[config.mk]
export PLATFORM = sky130hd
export DESIGN_NAME = tcp_pkt_gen
export DESIGN_NICKNAME = d
export VERILOG_FILES = /design/src/rtl/tcp_pkt_gen.sv
export SDC_FILE = /design/constraint.sdc
export NUM_CORES = 1
export LEC_CHECK = 0
export CAP_MARGIN = 20
export CORE_MARGIN = 5
export CORE_UTILIZATION = 26
export CTS_CLUSTER_DIAMETER = 50
export DETAILED_ROUTE_END_ITERATION = 7
export PLACE_DENSITY_LB_ADDON = 0.25
export SLEW_MARGIN = 15
export SYNTH_ARGS = -nofsm -noshare
export SYNTH_HDL_FRONTEND = slang
export SYNTH_SLANG_ARGS = --single-unit
[constraint.sdc]
create_clock -name clk -period 4.6 [get_ports clk]
set_clock_uncertainty 0.2 [all_clocks]
set_input_delay 0.69 -clock clk [delete_from_list [all_inputs] [get_ports clk]]
set_output_delay 0.69 -clock clk [all_outputs]
set_load 0.1 [all_outputs]
[src/rtl/tcp_pkt_gen.sv]
// TCP segment generator: 5 header words then N incrementing payload words, with the
// checksum accumulated in a CALC phase before the first word is emitted.
module tcp_pkt_gen #(
  parameter logic [15:0] SRC_PORT  = 16'h0400,
  parameter logic [15:0] DES_PORT  = 16'h00aa,
  parameter logic [31:0] SEQ       = 32'h55bc55bc,
  parameter logic [31:0] ACK       = 32'hbc55bc55,
  parameter logic [15:0] URG_PTR   = 16'h0000,
  parameter int unsigned IFG       = 4,
  parameter int unsigned MAX_WORDS = 16378
) (
  input  logic        clk,
  input  logic        reset,
  input  logic        start,
  input  logic [15:0] payload_words,
  input  logic [7:0]  flags,
  output logic        busy,
  output logic [31:0] tcp_data_out,
  output logic        tcp_data_valid,
  output logic        done
);

  typedef enum logic [2:0] {StIdle, StCalc, StHeader, StData, StGap} state_e;

  state_e      r_state, w_state_nx;
  logic [15:0] r_n, w_n_nx;
  logic [7:0]  r_flags, w_flags_nx;
  logic [15:0] r_cnt, w_cnt_nx;
  logic [31:0] r_acc, w_acc_nx;
  logic [31:0] r_data, w_data_nx;
  logic        r_valid, w_valid_nx;
  logic        r_done, w_done_nx;

  logic [15:0] w_n_in;
  logic [15:0] w_len;
  logic [31:0] w_hdr_sum;
  logic [31:0] w_pay;
  logic [16:0] w_f1;
  logic [15:0] w_f2;
  logic [15:0] w_csum;

  // Control segments carry no payload; otherwise clamp so LEN fits in 16 bits.
  assign w_n_in = (flags != 8'h00)                ? 16'd0 :
                  (payload_words > 16'(MAX_WORDS)) ? 16'(MAX_WORDS) : payload_words;

  assign w_len     = 16'd20 + {r_n[13:0], 2'b00};
  assign w_hdr_sum = 32'(SRC_PORT) + 32'(DES_PORT) + 32'(SEQ[31:16]) + 32'(SEQ[15:0]) +
                     32'(ACK[31:16]) + 32'(ACK[15:0]) + 32'(r_flags) + 32'(w_len) +
                     32'(URG_PTR);
  assign w_pay     = {16'h0000, r_cnt - 16'd1};
  assign w_f1      = {1'b0, r_acc[15:0]} + {1'b0, r_acc[31:16]};
  assign w_f2      = w_f1[15:0] + {15'h0000, w_f1[16]};
  assign w_csum    = ~w_f2;

  always_comb begin
    w_state_nx = r_state;
    w_n_nx     = r_n;
    w_flags_nx = r_flags;
    w_cnt_nx   = r_cnt;
    w_acc_nx   = r_acc;
    w_data_nx  = 32'h0;
    w_valid_nx = 1'b0;
    w_done_nx  = 1'b0;
    unique case (r_state)
      StIdle: begin
        if (start) begin
          w_n_nx     = w_n_in;
          w_flags_nx = flags;
          w_acc_nx   = 32'h0;
          w_cnt_nx   = 16'd0;
          w_state_nx = StCalc;
        end
      end
      StCalc: begin
        if (r_cnt == 16'd0) begin
          w_acc_nx = w_hdr_sum;
        end else begin
          w_acc_nx = r_acc + {16'h0000, w_pay[31:16]} + {16'h0000, w_pay[15:0]};
        end
        if (r_cnt == r_n) begin
          w_cnt_nx   = 16'd0;
          w_state_nx = StHeader;
        end else begin
          w_cnt_nx = r_cnt + 16'd1;
        end
      end
      StHeader: begin
        w_valid_nx = 1'b1;
        case (r_cnt[2:0])
          3'd0:    w_data_nx = {SRC_PORT, DES_PORT};
          3'd1:    w_data_nx = SEQ;
          3'd2:    w_data_nx = ACK;
          3'd3:    w_data_nx = {8'h00, r_flags, w_len};
          default: w_data_nx = {w_csum, URG_PTR};
        endcase
        if (r_cnt == 16'd4) begin
          w_cnt_nx   = 16'd0;
          w_state_nx = (r_n == 16'd0) ? StGap : StData;
        end else begin
          w_cnt_nx = r_cnt + 16'd1;
        end
      end
      StData: begin
        w_valid_nx = 1'b1;
        w_data_nx  = {16'h0000, r_cnt};
        if (r_cnt == r_n - 16'd1) begin
          w_cnt_nx   = 16'd0;
          w_state_nx = StGap;
        end else begin
          w_cnt_nx = r_cnt + 16'd1;
        end
      end
      StGap: begin
        // Outputs lag state by a cycle, so done lands right after the last word.
        w_done_nx = (r_cnt == 16'd0);
        if (r_cnt == 16'(IFG - 1)) begin
          w_cnt_nx   = 16'd0;
          w_state_nx = StIdle;
        end else begin
          w_cnt_nx = r_cnt + 16'd1;
        end
      end
      default: w_state_nx = StIdle;
    endcase
  end

  always_ff @(posedge clk) begin
    if (reset) begin
      r_state <= StIdle;
      r_n     <= 16'd0;
      r_flags <= 8'h00;
      r_cnt   <= 16'd0;
      r_acc   <= 32'h0;
      r_data  <= 32'h0;
      r_valid <= 1'b0;
      r_done  <= 1'b0;
    end else begin
      r_state <= w_state_nx;
      r_n     <= w_n_nx;
      r_flags <= w_flags_nx;
      r_cnt   <= w_cnt_nx;
      r_acc   <= w_acc_nx;
      r_data  <= w_data_nx;
      r_valid <= w_valid_nx;
      r_done  <= w_done_nx;
    end
  end

  assign busy           = (r_state != StIdle);
  assign tcp_data_out   = r_data;
  assign tcp_data_valid = r_valid;
  assign done           = r_done;

endmodule
* After elaboration in Yosys (flattened, before gate mapping)
Cells that the tools add are included.
** Word-level totals
- Bits in registers :: 109
- Input port bits :: 27
- Output and inout port bits :: 35
- Word-level logic and storage cells :: 71
** Cells by class
- Add/sub/neg operators :: 9
- $lt $le $gt $ge :: 1
- Equality and inequality tests :: 16
- Multiplexer cells :: 21
- Bitwise gates (word level) :: 2
- Reduce and logical (&&, ||, !) cells :: 14
** Operators by type and width (number)
- $pmux 32 s2 :: 2
- $pmux 32 s4 :: 1
- $mux 16 :: 7
- $pmux 16 s5 :: 1
- $mux 32 :: 2
- $add 32x16->32 :: 1
- $eq 16x16->1 :: 2
- $logic_not 16->1 :: 2
- $sub 16x1->16 const B :: 2
- $add 19x16->20 :: 1
- $add 18x8->19 const A :: 1
- $mux 3 :: 6
- $add 16x16->17 :: 1
- $add 16x1->16 :: 1
- $add 16x1->16 const B :: 1
- $add 5x16->16 const A :: 1
- $eq 16x2->1 const B :: 1
- $eq 16x3->1 const B :: 1
- $gt 16x14->1 const B :: 1
- $not 16->16 :: 1
- $pmux 3 s5 :: 1
- $eq 3x2->1 const B :: 4
- $ne 2x2->1 const B :: 5
- $reduce_bool 8->1 :: 1
- 11 further kinds :: 16

* Logic depth before layout (Yosys ltp)
Gate-level depths: netlist (run 1).
- Depth in word-level cells :: 5
- Gate-level depth with buffers :: 20
- Gate-level depth less buffers :: 20

* Least setup slack after synthesis (run 1)
OpenSTA, ideal clock, no wires.
- Path type :: register to register
- From :: register r_acc[16]
- To :: register r_data[28], in the netlist tcp_data_out[28]
- Library setup time :: 0.080 ns
- Arrival time :: 3.920 ns
- Path slack :: 0.401 ns
- Stages on the path, launching flop included :: 20
- Path buffers :: 0
- Period minus slack after synthesis :: 4.199 ns
- Cell sequence :: dfxtp_1 ha_1 inv_1 fa_1 nand2b_1 a211oi_1 o2111a_1 o21ai_0 a21oi_1 o21ai_0 nand2b_1 a21o_1 ha_1 ha_1 nand2_1 or3_1 a211oi_1 nand3_1 or3_1 o211ai_1
** On the way
- Word-level cells in the longest chain between the ends :: 5
** RTL lines
- from (decl) :: line 29 : logic [31:0] r_acc, w_acc_nx;
- from (signal assigned) :: line 142 : r_acc <= w_acc_nx;
- $add 16x16->17 :: line 51 : assign w_f1 = {1'b0, r_acc[15:0]} + {1'b0, r_acc[31:16]};
- $add 16x1->16 :: line 52 : assign w_f2 = w_f1[15:0] + {15'h0000, w_f1[16]};
- $not 16->16 :: line 53 : assign w_csum = ~w_f2;
- $pmux 32 s4 :: line 89 : case (r_cnt[2:0])
- $pmux 32 s2 :: line 64 : unique case (r_state)
- to (signal assigned) :: line 143 : r_data <= w_data_nx;
- to (decl) :: line 30 : logic [31:0] r_data, w_data_nx;
Every way passes these cells.
A chain may end at the register's enable or synchronous reset.

* Worst setup path after layout (run 1)
- From :: register r_acc[0]
- To :: register r_data[28], in the netlist tcp_data_out[28]
The elaborated chain is that of the path after synthesis.

==> results of run 1 <==
-- placed cells by master, fill, tap and decap left out, drive strengths merged, types with 6 or more instances in the layout --
cell type and count:
nand2 124, dfxtp 109, a21oi 101, nor2 78, o21ai 65, ha 63
clkdlybuf4s50 60, inv 46, xnor2 46, nor3 44, xor2 39, nand3 37
a21o 31, and3 25, buf 22, nor4 16, a31oi 15, a22oi 14
nand4 13, or3 12, nand2b 12, clkbuf 12, a211oi 11, nor3b 11
or2 10, o22ai 10, o21a 9, and2 9, o211ai 9, o31ai 7
nor2b 6, mux2i 6, and4 6
-- registers in the layout, indices dropped and copies added (netlist names) --
signal and count:
tcp_data_valid 1, done 1, r_state 3, r_flags 8, r_n 16, r_acc 32
tcp_data_out 32, r_cnt 16
-- how the worst max path moves through the flow --
stage | to | slack [ps] | cells past startpoint
after floorplan | tcp_data_out[28] | 400 | 19
after global placement | tcp_data_out[28] | 260 | 19
after detailed placement | tcp_data_out[28] | 190 | 19
after CTS | tcp_data_out[28] | 140 | 19
after global routing | tcp_data_out[30] | 20 | 19
final | tcp_data_out[28] | 280 | 19
-- per-stage QoR --
| step | utilization [%] | instances | hold WS, ps | area (µm²) | total power [mW] |
|---|---|---|---|---|---|
| 6_report | 30.5 | 1596 | 288 | 9950 | 4.57 |
| 5_1_grt | 30.5 | 1596 | 316 | 9950 | 4.90 |
| 4_1_cts | 30.5 | 1596 | 289 | 9930 | 4.58 |
| 3_5_place_dp | 29.6 | 1581 | 277 | 9640 | 3.76 |
| 3_3_place_gp | 29.5 | 1580 | 272 | 9630 | 3.76 |
| 2_1_floorplan | - | 1117 | 246 | 8610 | 3.07 |
-- worst max-delay path, stage by stage (launching register included) --
cell      delay, ps
dfxtp_1         370
ha_1            220
inv_1            70
fa_1            410
nand2b_1        210
a211oi_1        260
o2111a_2        290
o21ai_0          90
a21oi_1         150
o21ai_0          90
nand2b_1         90
a21o_1          140
ha_1            180
ha_1            160
nand2_1          70
or3_1           360
a211oi_2        230
nand3_2         160
or3_1           410
o211ai_1         80
-- metal layers --
metal | up-vias | global-route usage (%) | part of all wire, %
met1 | 3893 | 21.1 | 48
met4 | 0 | 4.01 | 1.8
li1 | 4099 | - | -
met5 | - | 0 | 0
met3 | 35 | 2.58 | 4.5
met2 | 199 | 24.8 | 46
-- layout make-up --
class / count / area [µm²]
fill: 3503 / 22700
clock inverter: 3 / 46.3
sequential: 109 / 2180
multi-input combinational: 902 / 5980
clock buffer: 12 / 246
inverter: 46 / 173
tap: 442 / 553
timing repair buffer: 82 / 771
-- synth_stat cells (all sizes together) (13+ instances only) --
cell type,count,area (µm²)
a21o,31,233
xor2,39,342
a21oi,101,509
nor4,16,143
buf,32,194
a31oi,15,100
nand3,37,185
and3,25,156
inv,46,173
a22oi,14,105
nand4,13,81.3
nor2,78,293
nand2,124,465
o21ai,65,325
clkbuf,28,105
nor3,44,241
dfxtp,109,2180
xnor2,46,403
ha,63,788
-- report_power, final --
part / internal [mW] / switching [mW]
Combinational: 0.909 / 1.70
Clock: 0.436 / 0.369
Sequential: 1.04 / 0.121
Total: 2.39 / 2.19
-- logic make-up (layout without fill, tap and decap cells) --
logic type                 Yosys count  after routing  synth area share (%)
adders and majority gates           66             66                  9.86
DFF                                109            109                  25.4
muxes                                6              6                 0.698
xor gates and xnor gates            86             86                  8.91
and+or+nand+nor                    421            421                  25.5
buffers and inverters              106            143                  5.48
AOI/OAI and AO/OA                  323            323                  24.2
==> impl_results.md, run 1 <==
* Status: completed
* Core footprint at 32600 µm²
* Postcts setup bufs at 0
* Slew headroom at between 30% and 40%
* Worst setup SP type: flip-flop
* CTS tree: built
* Synthesized cell area at 8610 µm²
* Finish-stage setup viols at 0
* R2R Path End: tcp_data_out[28]
* Worst-path fanout max at 5
* Largest net degree at the start of global routing at 61
* Setup Total Neg Slack at 0 ps
* Slew Viols, Final at 0
* Fmax at 0.231 GHz
* Layout area overhead at 15.6%
* EDFF count, synth at 0
* Post-DR wirelength/cell at 17.6 µm
* GP Congestion at 0.880
* Crit path launch: r_acc[0]
* Clock-pin slew on the worst setup and hold paths at roughly 70 ps
* HP Start: r_flags[7]
* Worst setup margin at 279 ps
* Post-route ant nets at 0
* Worst R2R Setup Slack at 280 ps
* Synth warn at 0
* Place WS at 193 ps
* Root Buffer: clkbuf_16
* P_leak at 4.02 nW
* Final wirelength at 28000 µm
* Worst EP arrival at 4410 ps
* Final Critical Period at 4320 ps
* Post_cts resized at 0
* Cts hold-fix bufs at 0
* Row count at 66
* Detailed-route DRC error count at 0
* Clk Latency, worst-skew pair at between 300 and 400 ps
* DR pass1 iterations at 5
* CTS Buf Count at 9
* Mapped Nets at 1210
* GRT overflow at 0
* Hold Path End: r_flags[7]
* Post-synth top flop: dfxtp_1
* H-tree levels at 3
* Post-synthesis cell count at 1117
* MaxCap Viol Count at 0
* Layout cell share with drive strength beyond 1 at 7.19%
* Initial antenna violation count at 0
* R2R depth at 19
* CP Class: flip-flop to flip-flop
* R2r startpoint: r_acc[0]
* Initial Util at 26.4%
* Synth Area per Inst at 7.70 µm²
* VDD IR max at ~0.26 mV
* Tcrit/Tclk final at 93.9%
* Ant diodes at 0
* Worst setup EP type: flip-flop
* Clock sink total at about 110
* Clock Path Buffers at 2
* PortBufs at between 60 and 70
* Slew @ Worst Pin at just over 1000 ps
* Die area at 36800 µm²
* Chip width at 192 µm
* Routed via count at 8226
* Fin. Hold Viols at 0
* Register area share after synthesis at between 20% and 30%
* Nets@finish at 1243
* Worst Hold Depth at 2
* Synth cell types at 79
* Min-delay worst type: flip-flop to flip-flop
* 1st-iter DRT viols at 652
* # IOs at 62
* #FFs+latches synth at 109
* Vias in the first global route at 7702
* Hpwl dp at 21700 µm
* Overall routing resource usage at between 10% and 20%
* First-pass GRT wire length at 44300 µm
* Asr flop ratio synth at 0%
* Required @ worst endpoint at around 4700 ps
* RSZ-0062 raised after global routing: no
* PD cells at between 400 and 500 nW/µm²
* Vias/cell at 5.15
* Chip height at 192 µm
Power figures use the tool's default switching activity.
==> run 2: changes to the inputs <==
--- a/config.mk
+++ b/config.mk
@@ -5,6 +5,7 @@
 export SDC_FILE = /design/constraint.sdc
 export NUM_CORES = 1
 export LEC_CHECK = 0
+export ABC_CLOCK_PERIOD_IN_PS = 4600
 export CAP_MARGIN = 20
 export CORE_MARGIN = 5
 export CORE_UTILIZATION = 26
==> results of run 2 <==
The final DEF is identical to that of run 1; final timing and power are the same.
